$ cat src/rtl/if_fetch.sv
// RISC-V instruction-fetch stage: PC, credit-limited imem requests, instruction buffer to decode.
// Optional IF_PERF_CNT_EN adds delivered/flushed instruction counters.
module if_fetch #(
  parameter logic [31:0] RESET_PC   = 32'h0000_0000,
  parameter int          FIFO_DEPTH = 2
) (
  input  logic        i_clk,
  input  logic        i_rst_n,
  input  logic        i_redirect,
  input  logic [31:0] i_redirect_pc,
  output logic        o_imem_req,
  output logic [31:0] o_imem_addr,
  input  logic        i_imem_gnt,
  input  logic        i_imem_rvalid,
  input  logic [31:0] i_imem_rdata,
  output logic        o_inst_valid,
  output logic [31:0] o_inst,
  output logic [31:0] o_inst_pc,
`ifdef IF_PERF_CNT_EN
  output logic [31:0] o_fetch_cnt,
  output logic [31:0] o_flush_cnt,
`endif
  input  logic        i_inst_ready
);

  localparam int          AW     = $clog2(FIFO_DEPTH);
  localparam int          CW     = AW + 1;
  localparam logic [CW-1:0] C_ONE  = CW'(1);
  localparam logic [AW-1:0] PQ_ONE = AW'(1);
  localparam logic [31:0] NOP    = 32'h0000_0013;

  logic          r_active;
  logic [31:0]   r_pc;
  logic [CW-1:0] r_outstanding;
  logic [CW-1:0] r_drop;
  logic [CW-1:0] r_fq_wr;
  logic [CW-1:0] r_fq_rd;
  logic [AW-1:0] r_pq_wr;
  logic [AW-1:0] r_pq_rd;
  logic [31:0]   r_fq_inst [FIFO_DEPTH];
  logic [31:0]   r_fq_pc   [FIFO_DEPTH];
  logic [31:0]   r_pq_pc   [FIFO_DEPTH];

  logic [CW-1:0] w_fq_count;
  logic          w_fq_empty;
  logic          w_fq_full;
  logic [CW:0]   w_occ;
  logic          w_req;
  logic          w_grant;
  logic          w_rv;
  logic          w_keep;
  logic          w_pop;
  logic          w_push;
  logic [CW-1:0] w_out_next;
  logic [AW-1:0] w_wr_idx;
  logic [AW-1:0] w_rd_idx;

  assign w_fq_count = r_fq_wr - r_fq_rd;
  assign w_fq_empty = (r_fq_wr == r_fq_rd);
  assign w_fq_full  = (w_fq_count == CW'(FIFO_DEPTH));
  assign w_wr_idx   = r_fq_wr[AW-1:0];
  assign w_rd_idx   = r_fq_rd[AW-1:0];

  // A head leaving this cycle frees its slot, so the credit counts it as gone;
  // this is what lets a 1-cycle memory sustain one instruction per cycle.
  assign w_pop   = !w_fq_empty && i_inst_ready && !i_redirect;
  assign w_occ   = {1'b0, r_outstanding} + {1'b0, w_fq_count} - {{CW{1'b0}}, w_pop};
  assign w_req   = r_active && !i_redirect && (w_occ < (CW+1)'(FIFO_DEPTH));
  assign w_grant = w_req && i_imem_gnt;

  // A response with nothing outstanding is a protocol error and is ignored.
  assign w_rv       = i_imem_rvalid && (r_outstanding != '0);
  assign w_keep     = w_rv && !i_redirect && (r_drop == '0);
  assign w_push     = w_keep && (!w_fq_full || w_pop);
  assign w_out_next = r_outstanding + {{(CW-1){1'b0}}, w_grant} - {{(CW-1){1'b0}}, w_rv};

  always_ff @(posedge i_clk or negedge i_rst_n) begin
    if (!i_rst_n) begin
      r_active      <= 1'b0;
      r_pc          <= RESET_PC;
      r_outstanding <= '0;
      r_drop        <= '0;
      r_fq_wr       <= '0;
      r_fq_rd       <= '0;
      r_pq_wr       <= '0;
      r_pq_rd       <= '0;
    end else begin
      r_active      <= 1'b1;
      r_outstanding <= w_out_next;
      if (i_redirect) begin
        // Everything still in flight after this cycle belongs to the old path.
        r_pc    <= i_redirect_pc & 32'hFFFF_FFFC;
        r_drop  <= w_out_next;
        r_fq_wr <= '0;
        r_fq_rd <= '0;
        r_pq_wr <= '0;
        r_pq_rd <= '0;
      end else begin
        if (w_grant) begin
          r_pc    <= r_pc + 32'd4;
          r_pq_wr <= r_pq_wr + PQ_ONE;
        end
        if (w_rv) begin
          if (r_drop != '0) r_drop <= r_drop - C_ONE;
          else              r_pq_rd <= r_pq_rd + PQ_ONE;
        end
        if (w_push) r_fq_wr <= r_fq_wr + C_ONE;
        if (w_pop)  r_fq_rd <= r_fq_rd + C_ONE;
      end
    end
  end

  always_ff @(posedge i_clk) begin
    if (w_grant) r_pq_pc[r_pq_wr] <= r_pc;
    if (w_push) begin
      r_fq_inst[w_wr_idx] <= i_imem_rdata;
      r_fq_pc[w_wr_idx]   <= r_pq_pc[r_pq_rd];
    end
  end

`ifdef IF_PERF_CNT_EN
  logic [31:0] r_fetch_cnt;
  logic [31:0] r_flush_cnt;

  always_ff @(posedge i_clk or negedge i_rst_n) begin
    if (!i_rst_n) begin
      r_fetch_cnt <= '0;
      r_flush_cnt <= '0;
    end else begin
      if (w_pop) r_fetch_cnt <= r_fetch_cnt + 32'd1;
      if (w_rv && (i_redirect || (r_drop != '0))) r_flush_cnt <= r_flush_cnt + 32'd1;
    end
  end

  assign o_fetch_cnt = r_fetch_cnt;
  assign o_flush_cnt = r_flush_cnt;
`endif

  assign o_imem_req   = w_req;
  assign o_imem_addr  = r_pc;
  assign o_inst_valid = !w_fq_empty;
  assign o_inst       = w_fq_empty ? NOP   : r_fq_inst[w_rd_idx];
  assign o_inst_pc    = w_fq_empty ? 32'h0 : r_fq_pc[w_rd_idx];

endmodule

$ cat config.mk
export PLATFORM = sky130hd
export DESIGN_NAME = if_fetch
export DESIGN_NICKNAME = d
export VERILOG_FILES = /design/src/rtl/if_fetch.sv
export SDC_FILE = /design/constraint.sdc
export NUM_CORES = 1
export LEC_CHECK = 0
export CORE_MARGIN = 10
export CORE_UTILIZATION = 40
export DETAILED_ROUTE_END_ITERATION = 6
export GPL_ROUTABILITY_DRIVEN = 1
export PLACE_DENSITY = 0.66
export SYNTH_ARGS = -nofsm -noshare
export SYNTH_HDL_FRONTEND = slang
export SYNTH_SLANG_ARGS = --single-unit
$ cat constraint.sdc
create_clock -name i_clk -period 6 [get_ports i_clk]
set_input_delay 0.6 -clock i_clk [delete_from_list [all_inputs] [get_ports i_clk]]
set_output_delay 0.6 -clock i_clk [all_outputs]
set_load 0.03 [all_outputs]
==> metrics.yaml, run 1 <==
outcome:
  status: "completed"
power:
  seq_power_share_pct: 35.9
  fin_total_pwr_mw: 5.81
  switching_share_pct: 36.5
  p_leak_nw: 4.09
  intPower_mw: 3.69
  p_clk_share_pct: 24.3
  powerDensity_mw_per_mm2: 481
  peakVddDrop_uv: 277
  combPwrFrac_pct: 39.8
  switching_power_mw: 2.12
layout:
  syn_to_final_growth_pct: 29.1
  n_fill_cell: 1945
  stdcell_area_mm2: 0.0121
  drive_gt1_share_pct: 11.2
  num_antenna_cells: 0
  stdcell_count: 1146
  multi_input_comb_area_mm2: 0.00263
  fin_nets: 893
  utilization_pct: 52.9
  seq_area_mm2: 0.00656
cts:
  cts-root-buf: "clkbuf_16"
  clock-sinks: 225
  clockBufferDepth: 3
  cts-buffers-inserted: 24
  htree_levels: 1
  cts_tree: "yes"
  clkTransAtPathRegs_ns: 0.06
  cts_setup_buffers: 0
  hold_buffers: 0
  cts_resized: 0
  clk_latency_ns: 0.51
global_routing:
  antenna_found_initial: 0
  grt_max_degree: 62
  track_usage_pct: 14.3
  grt_pass1_wl_um: 34600
  grt_pass1_vias: 5980
  grt_overflow_total: 0
worst_setup_path:
  critPathKind: "flop to output pin"
  required_ns: 5.40
  path_max_fanout: 15
  endpoint_kind: "output pin"
  critPathArrivalTime_ns: 4.00
  worst_setup_path_start_kind: "flop"
timing:
  setup_tns_ns: 0
  setup_violations: 0
  holdWs_ns: 0.234
  timing.final.crit_share_pct: 76.7
  max-slew-margin-rel_pct: 29.8
  clock-skew-final_ns: 0.0126
  finalMaxSlewViolations: 0
  finalHoldViolations: 0
  max_clock_freq_mhz: 217
  setup_slack_ns: 1.40
  worst_pin_slew_ns: 1.05
  grt_setup_unrepaired: "no"
  fin_crit_ns: 4.60
synthesis:
  synth_edf_count: 184
  async_reset_ff_share_pct: 18.2
  ys_warn_count: 0
  yosysMostFrequentCell: "edfxtp_1"
  yosys.area.top_type: "edfxtp_1"
  ys_ff_latch: 225
  yosysSeqAreaShare_pct: 69.9
  synth_commonest_cells: "184 x edfxtp_1, 82 x nor2_1, 63 x mux2i_1"
  synthFlopType: "edfxtp_1"
  yosysTopAreaCellShare_pct: 59.0
  synthTopCellsByArea: "edfxtp_1 59%, dfrtp_1 11%, mux2i_1 6.7%"
  syn_avg_cell_area_um2: 14.5
  syn_inst: 648
  synth_cell_types: 51
  synth.cell_area_mm2: 0.00937
hold_path:
  hold_path_class: "input port to async pin"
detailed_routing:
  drc: 0
  dr_total_vias: 5838
  ant_nets: 0
  wl_um: 21900
  wl_per_cell_um: 19.1
  dr.pass1.iters: 4
  drt_iter0_drc: 423
  via_per_inst: 5.09
place:
  dp_hpwl_um: 14600
  dp_cells: 1102
  pre_cts_slack_ns: 1.59
  place_area_mm2: 0.0113
  place_congestion: 0.779
  numPortBuffers: 161
floorplan:
  ios: 168
  start_util_pct: 41.0
  die_y_um: 173
  num_rows: 55
  die_w_um: 173
  dieArea_mm2: 0.0299
  core-area_mm2: 0.0228
run:
  cap_violations: 0
## state kept, by name, indices dropped and copies added, names as in the netlist
register	cells
r_active	1
r_pq_wr	1
o_imem_addr	30
r_fq_wr	2
r_outstanding	2
r_fq_rd	2
r_drop	2
r_fq_pc	60
r_fq_inst	64
r_pq_pc	60
r_pq_rd	1
## area by class of cell
cell class | count | area share, %
Clock buffer | 39 | 6.19
Clock inverter | 5 | 0.238
Inverter | 13 | 0.403
Multi-Input combinational cell | 378 | 21.8
Sequential cell | 225 | 54.2
Tap cell | 313 | 3.24
Timing Repair Buffer | 173 | 14.0
## per-layer routing
| metal | vias up | wire length (µm) | global-route usage, % |
|---|---|---|---|
| li1 | 2747 | - | - |
| met1 | 2853 | 9630 | 18.4 |
| met2 | 207 | 10200 | 22.9 |
| met3 | 31 | 1630 | 4.16 |
| met4 | 0 | 489 | 4.42 |
| met5 | - | 0 | 0 |
## power groups by stage
| stage | logic, mW | clock network (mW) | registers (mW) |
|---|---|---|---|
| 2_1_floorplan | 1.41 | 0 | 2.12 |
| 5_1_grt | 2.48 | 1.51 | 2.11 |
| 4_1_cts | 2.35 | 1.45 | 2.09 |
| 6_report | 2.31 | 1.41 | 2.09 |
| 3_3_place_gp | 2.33 | 0 | 2.11 |
| 3_5_place_dp | 2.34 | 0 | 2.12 |
## logic make-up after synthesis
group | count (synthesis) | synth area share [%]
AOI/OAI and AO/OA | 63 | 4.65
xor gates and xnor gates | 13 | 1.22
adders and majority gates | 8 | 1.15
buffers and inverters | 48 | 2.23
DFF | 225 | 69.9
muxes | 94 | 10.5
other | 2 | 0.0802
and+or+nand+nor | 195 | 10.3
## worst max-delay path, stage by stage (launching register included)
cell and delay (ns):
dfrtp_4 0.60, ha_1 0.35, and2_2 0.19, inv_1 0.20
nand2_1 0.13, nor2_1 0.11, ha_1 0.23, nand2b_1 0.16
fa_1 0.38, xnor2_1 0.17, nor3_1 0.25, clkdlybuf4s50_1 0.73
## placed cells by master, fill, tap and decap left out, types with 10 or more instances in the layout
cell type / count
nand4_1: 10
buf_4: 12
nand3_1: 18
mux2_2: 31
dfrtp_1: 40
mux2i_1: 63
clkdlybuf4s50_1: 159
nand2_1: 39
o21ai_0: 22
clkbuf_16: 25
edfxtp_1: 184
nor2_1: 81
inv_1: 13
## path summary, 6_finish.rpt
| kind | start | endpoint | slack [ns] | cells past startpoint |
|---|---|---|---|---|
| setup / recovery | r_fq_rd[0]$_DFFE_PN0P_ | o_imem_req | 1.40 | 11 |
| max in group asynchronous | i_rst_n | r_fq_rd[0]$_DFFE_PN0P_ | 5.04 | 1 |
| hold / removal | i_rst_n | o_imem_addr[16]$_DFFE_PN0P_ | 0.23 | 1 |
| min in group i_clk | r_outstanding[1]$_DFF_PN0_ | r_outstanding[1]$_DFF_PN0_ | 0.54 | 1 |
| hold reg to reg | r_outstanding[1]$_DFF_PN0_ | r_outstanding[1]$_DFF_PN0_ | 0.54 | 1 |
| setup reg to reg | r_fq_rd[0]$_DFFE_PN0P_ | r_pq_pc[0][30]$_DFFE_PP_ | 1.63 | 14 |
(Power assumes the default switching activity.)
==> run 2: changes to the inputs <==
- PLACE_DENSITY: 0.66 -> unset
- clock period: 6 -> 4.77 ns (I/O delays scaled with it)
==> metrics.yaml, run 2 (synthesis gave the netlist of run 1 again) <==
timing:
  setup_tns_ns: 0
  grt_setup_unrepaired: "no"
  worst_pin_slew_ns: 1.19
  holdWs_ns: 0.126
  clock-skew-final_ns: 0.0167
  timing.final.crit_share_pct: 89.4
  finalMaxSlewViolations: 0
  finalHoldViolations: 0
  fin_crit_ns: 4.27
  setup_violations: 0
  max_clock_freq_mhz: 234
  max-slew-margin-rel_pct: 20.7
  setup_slack_ns: 0.505
cts:
  cts_setup_buffers: 0
  clk_latency_ns: 0.51
  clkTransAtPathRegs_ns: 0.07
  clock-sinks: 225
  clockBufferDepth: 3
  cts-root-buf: "clkbuf_16"
  cts_resized: 0
  cts_tree: "yes"
  cts-buffers-inserted: 24
  hold_buffers: 0
  htree_levels: 1
place:
  dp_hpwl_um: 14700
  place_congestion: 0.807
  numPortBuffers: 161
  pre_cts_slack_ns: 0.656
run:
  cap_violations: 0
global_routing:
  grt_max_degree: 65
  grt_pass1_vias: 6126
  grt_pass1_wl_um: 34800
  grt_overflow_total: 0
  antenna_found_initial: 0
  track_usage_pct: 14.4
power:
  powerDensity_mw_per_mm2: 636
  peakVddDrop_uv: 572
  p_leak_nw: 4.21
  fin_total_pwr_mw: 7.85
detailed_routing:
  wl_per_cell_um: 19.2
  ant_nets: 0
  dr.pass1.iters: 5
  drt_iter0_drc: 334
  dr_total_vias: 5835
  via_per_inst: 5.09
  drc: 0
  wl_um: 22000
worst_setup_path:
  critPathArrivalTime_ns: 3.79
  worst_r2r_path_depth: 15
  critPathMaxStageDelay_ns: 0.71
  worst_setup_path_start_kind: "flop"
  r2r-start: "r_fq_wr[0]$_DFFE_PN0P_"
  worstReg2RegEnd: "o_imem_addr[17]$_DFFE_PN0P_"
  endpoint_kind: "output pin"
  slowest_stage: "clkdlybuf4s50_1"
  timing.reg2reg.setup_slack_ns: 0.67
  path_max_fanout: 6
  critPathKind: "flop to output pin"
  crit_chain: "inv_1 -> ha_1 -> and2_2 -> inv_1 -> nand2_1 -> nor2_1 -> ha_1 -> nand2b_1 -> fa_1 -> xnor2_1 -> nor3_1 -> clkdlybuf4s50_1"
  required_ns: 4.29
hold_path:
  hold_path_class: "input port to async pin"
floorplan:
  die_w_um: 173
  core-area_mm2: 0.0228
  start_util_pct: 41.0
  die_y_um: 173
  ios: 168
  num_rows: 55
  dieArea_mm2: 0.0299
layout:
  final_cell_mix: "184 x edfxtp_1, 159 x clkdlybuf4s50_1, 81 x nor2_1"
  layout_commonest_cell: "edfxtp_1"
  drive_gt1_share_pct: 12.1
  largest-register: "r_fq_inst"
  largestRegisters: "r_fq_inst: 64 flops, r_fq_pc: 60 flops, r_pq_pc: 60 flops"
  fin_nets: 894
  utilization_pct: 54.0
  largest_reg_flops: 64
  num_antenna_cells: 0
  syn_to_final_growth_pct: 31.8
outcome:
  status: "completed"
-- run 2: changes by cell type in the layout (fill, tap and decap cells not counted) --
cell       previous run  this run
clkinv_2              2         3
clkbuf_1              7         1
buf_4                12        13
clkbuf_8              7         2
clkinv_1              1         0
bufinv_16             0        11
-- run 2: critical path: cells and delay by family (launching register included) --
family | cells | cell delay, ns
xor gates and xnor gates | 1 | 0.17
adders and majority gates | 3 | 0.88
buffers and inverters | 3 | 1.08
DFF | 1 | 0.39
and+or+nand+nor | 5 | 0.77
-- run 2: metrics by stage --
step | cells | cell area (µm²)
6_report | 1147 | 12300
3_3_place_gp | 1103 | 11300
3_5_place_dp | 1103 | 11300
2_1_floorplan | 651 | 9380
4_1_cts | 1147 | 12300
5_1_grt | 1147 | 12300
-- run 2: per-layer routing --
metal  wire length [µm]  up-vias  share of wire (%)  GRT usage [%]
li1                   -     2751                  -              -
met1               9770     2863                 44           18.6
met2              10200      187                 46           22.8
met3               1410       34                6.4           3.83
met4                622        0                2.8           4.74
met5                  0        -                  0              0
-- run 2: worst max path at each step --
stage | from | end | slack (ns)
after global routing | r_fq_wr[0]$_DFFE_PN0P_ | o_imem_req | 0.22
after detailed placement | r_fq_wr[0]$_DFFE_PN0P_ | o_imem_addr[17]$_DFFE_PN0P_ | 0.66
final | r_fq_wr[0]$_DFFE_PN0P_ | o_imem_req | 0.50
after global placement | r_fq_wr[0]$_DFFE_PN0P_ | r_pq_pc[0][15]$_DFFE_PP_ | 0.77
after CTS | r_fq_wr[0]$_DFFE_PN0P_ | o_imem_req | 0.44
after floorplan | r_fq_wr[0]$_DFFE_PN0P_ | r_fq_inst[0][0]$_DFFE_PP_ | -1.36
-- run 2: cell type report --
| class | instances | area, µm² |
|---|---|---|
| Clock inverter | 16 | 360 |
| Fill cell | 1898 | 10500 |
| Inverter | 13 | 48.8 |
| Tap cell | 313 | 392 |
| Multi-Input combinational cell | 378 | 2630 |
| Sequential cell | 225 | 6560 |
| Clock buffer | 28 | 657 |
| Timing Repair Buffer | 174 | 1700 |
-- run 2: where the power goes --
part	switching [mW]	internal, mW
registers	0.168	2.43
clock network	0.743	1.58
logic	1.78	1.16
total	2.69	5.16
==> run 3: changes to the inputs <==
- CORE_MARGIN: 10 -> 4
- REMOVE_ABC_BUFFERS: unset -> 1
==> metrics.yaml, run 3 (synthesis gave the netlist of run 1 again) <==
place:
  numPortBuffers: 161
  place_congestion: 0.754
  dp_hpwl_um: 13700
  pre_cts_slack_ns: 0.775
cts:
  cts_setup_buffers: 0
  clkTransAtPathRegs_ns: 0.06
  clockBufferDepth: 3
  clock-sinks: 225
  hold_buffers: 0
  cts_resized: 0
  cts-root-buf: "clkbuf_16"
  clk_latency_ns: 0.51
  htree_levels: 1
  cts-buffers-inserted: 24
  cts_tree: "yes"
floorplan:
  die_w_um: 161
  dieArea_mm2: 0.0259
  ios: 168
  die_y_um: 161
  start_util_pct: 41.0
  num_rows: 55
  core-area_mm2: 0.0228
global_routing:
  grt_overflow_total: 0
  antenna_found_initial: 0
  grt_pass1_vias: 6016
  track_usage_pct: 15.6
  grt_max_degree: 62
  grt_pass1_wl_um: 32600
timing:
  setup_violations: 0
  timing.final.crit_share_pct: 89.3
  finalHoldViolations: 0
  worst_pin_slew_ns: 1.16
  max_clock_freq_mhz: 235
  fin_crit_ns: 4.26
  setup_slack_ns: 0.512
  grt_setup_unrepaired: "no"
  setup_tns_ns: 0
  max-slew-margin-rel_pct: 22.5
  finalMaxSlewViolations: 0
  clock-skew-final_ns: 0.0198
layout:
  final_cell_mix: "184 x edfxtp_1, 159 x clkdlybuf4s50_1, 81 x nor2_1"
  drive_gt1_share_pct: 11.4
  fin_nets: 895
  num_antenna_cells: 0
  syn_to_final_growth_pct: 29.3
  n_fill_cell: 1930
  largestRegisters: "r_fq_inst: 64 flops, r_fq_pc: 60 flops, r_pq_pc: 60 flops"
  largest-register: "r_fq_inst"
  largest_reg_flops: 64
  layout_commonest_cell: "edfxtp_1"
detailed_routing:
  dr_total_vias: 5723
  drt_iter0_drc: 228
  ant_nets: 0
  drc: 0
  wl_per_cell_um: 18.0
  via_per_inst: 4.99
  dr.pass1.iters: 5
  wl_um: 20600
worst_setup_path:
  critPathArrivalTime_ns: 3.78
  critPathKind: "flop to output pin"
  required_ns: 4.29
  worst_setup_path_start_kind: "flop"
  endpoint_kind: "output pin"
  path_max_fanout: 6
outcome:
  status: "completed"
power:
  p_leak_nw: 4.10
  peakVddDrop_uv: 312
  powerDensity_mw_per_mm2: 600
run:
  cap_violations: 0
hold_path:
  hold_path_class: "input port to async pin"
run 3: cell count changes in the layout (fill, tap and decap cells not counted):
cell	change
buf_4	+1
clkinv_2	+2
clkinvlp_4	+1
clkbuf_1	+6
clkbuf_8	-1
nor2_2	-1
bufinv_16	-9
nor2_4	+1
clkinv_1	+1
run 3: final timing paths:
check,start,endpoint,cells past startpoint,slack [ns]
setup / recovery,r_fq_wr[0]$_DFFE_PN0P_,o_imem_req,12,0.51
setup reg to reg,r_fq_wr[0]$_DFFE_PN0P_,r_pq_pc[0][21]$_DFFE_PP_,14,0.75
hold reg to reg,o_imem_addr[13]$_DFFE_PN0P_,r_pq_pc[0][13]$_DFFE_PP_,0,0.53
max in group asynchronous,i_rst_n,r_fq_rd[0]$_DFFE_PN0P_,1,3.94
hold / removal,i_rst_n,o_imem_addr[18]$_DFFE_PN0P_,1,0.13
min in group i_clk,o_imem_addr[13]$_DFFE_PN0P_,r_pq_pc[0][13]$_DFFE_PP_,0,0.53
run 3: layout make-up:
class / count / area [µm²] / share of cell area [%]
inverters: 13 / 48.8 / 0.403
clock inverters: 11 / 111 / 0.919
multi-input cells: 378 / 2640 / 21.8
clock buffers: 33 / 666 / 5.49
well taps: 313 / 392 / 3.23
flip-flops and latches: 225 / 6560 / 54.1
repair buffers: 175 / 1710 / 14.1
run 3: worst max-delay path, cell delays in order, from the launching register on:
cell and delay [ns]:
dfrtp_1 0.39, inv_1 0.16, ha_1 0.28, and2_2 0.19, inv_1 0.16, nand2_1 0.12, nor2_1 0.11, ha_1 0.23
nand2b_1 0.16, fa_1 0.37, xnor2_1 0.17, nor3_1 0.23, clkdlybuf4s50_1 0.72
run 3: metrics by stage:
step	area (µm²)	power [mW]	hold WS [ns]	cells	util (%)
2_1_floorplan	9220	4.43	0.181	616	-
3_3_place_gp	11300	5.51	0.515	1104	49.6
3_5_place_dp	11300	5.57	0.534	1104	49.6
4_1_cts	12100	7.40	0.152	1148	53.0
5_1_grt	12100	7.68	0.191	1148	53.0
6_report	12100	7.27	0.132	1148	53.0
run 3: report_power, final:
part           internal, mW  switching, mW
Combinational          1.15           1.73
Clock                  1.09          0.712
Sequential             2.43          0.167
Total                  4.66           2.61
run 3: layer usage:
metal / share of wire (%) / vias to the layer above / wire length (µm) / track usage, %
met4: 2.8 / 0 / 575 / 4.77
li1: - / 2744 / - / -
met3: 4.6 / 38 / 943 / 2.70
met5: 0 / - / 0 / 0
met1: 42 / 2773 / 8730 / 20.0
met2: 50 / 168 / 10400 / 27.3
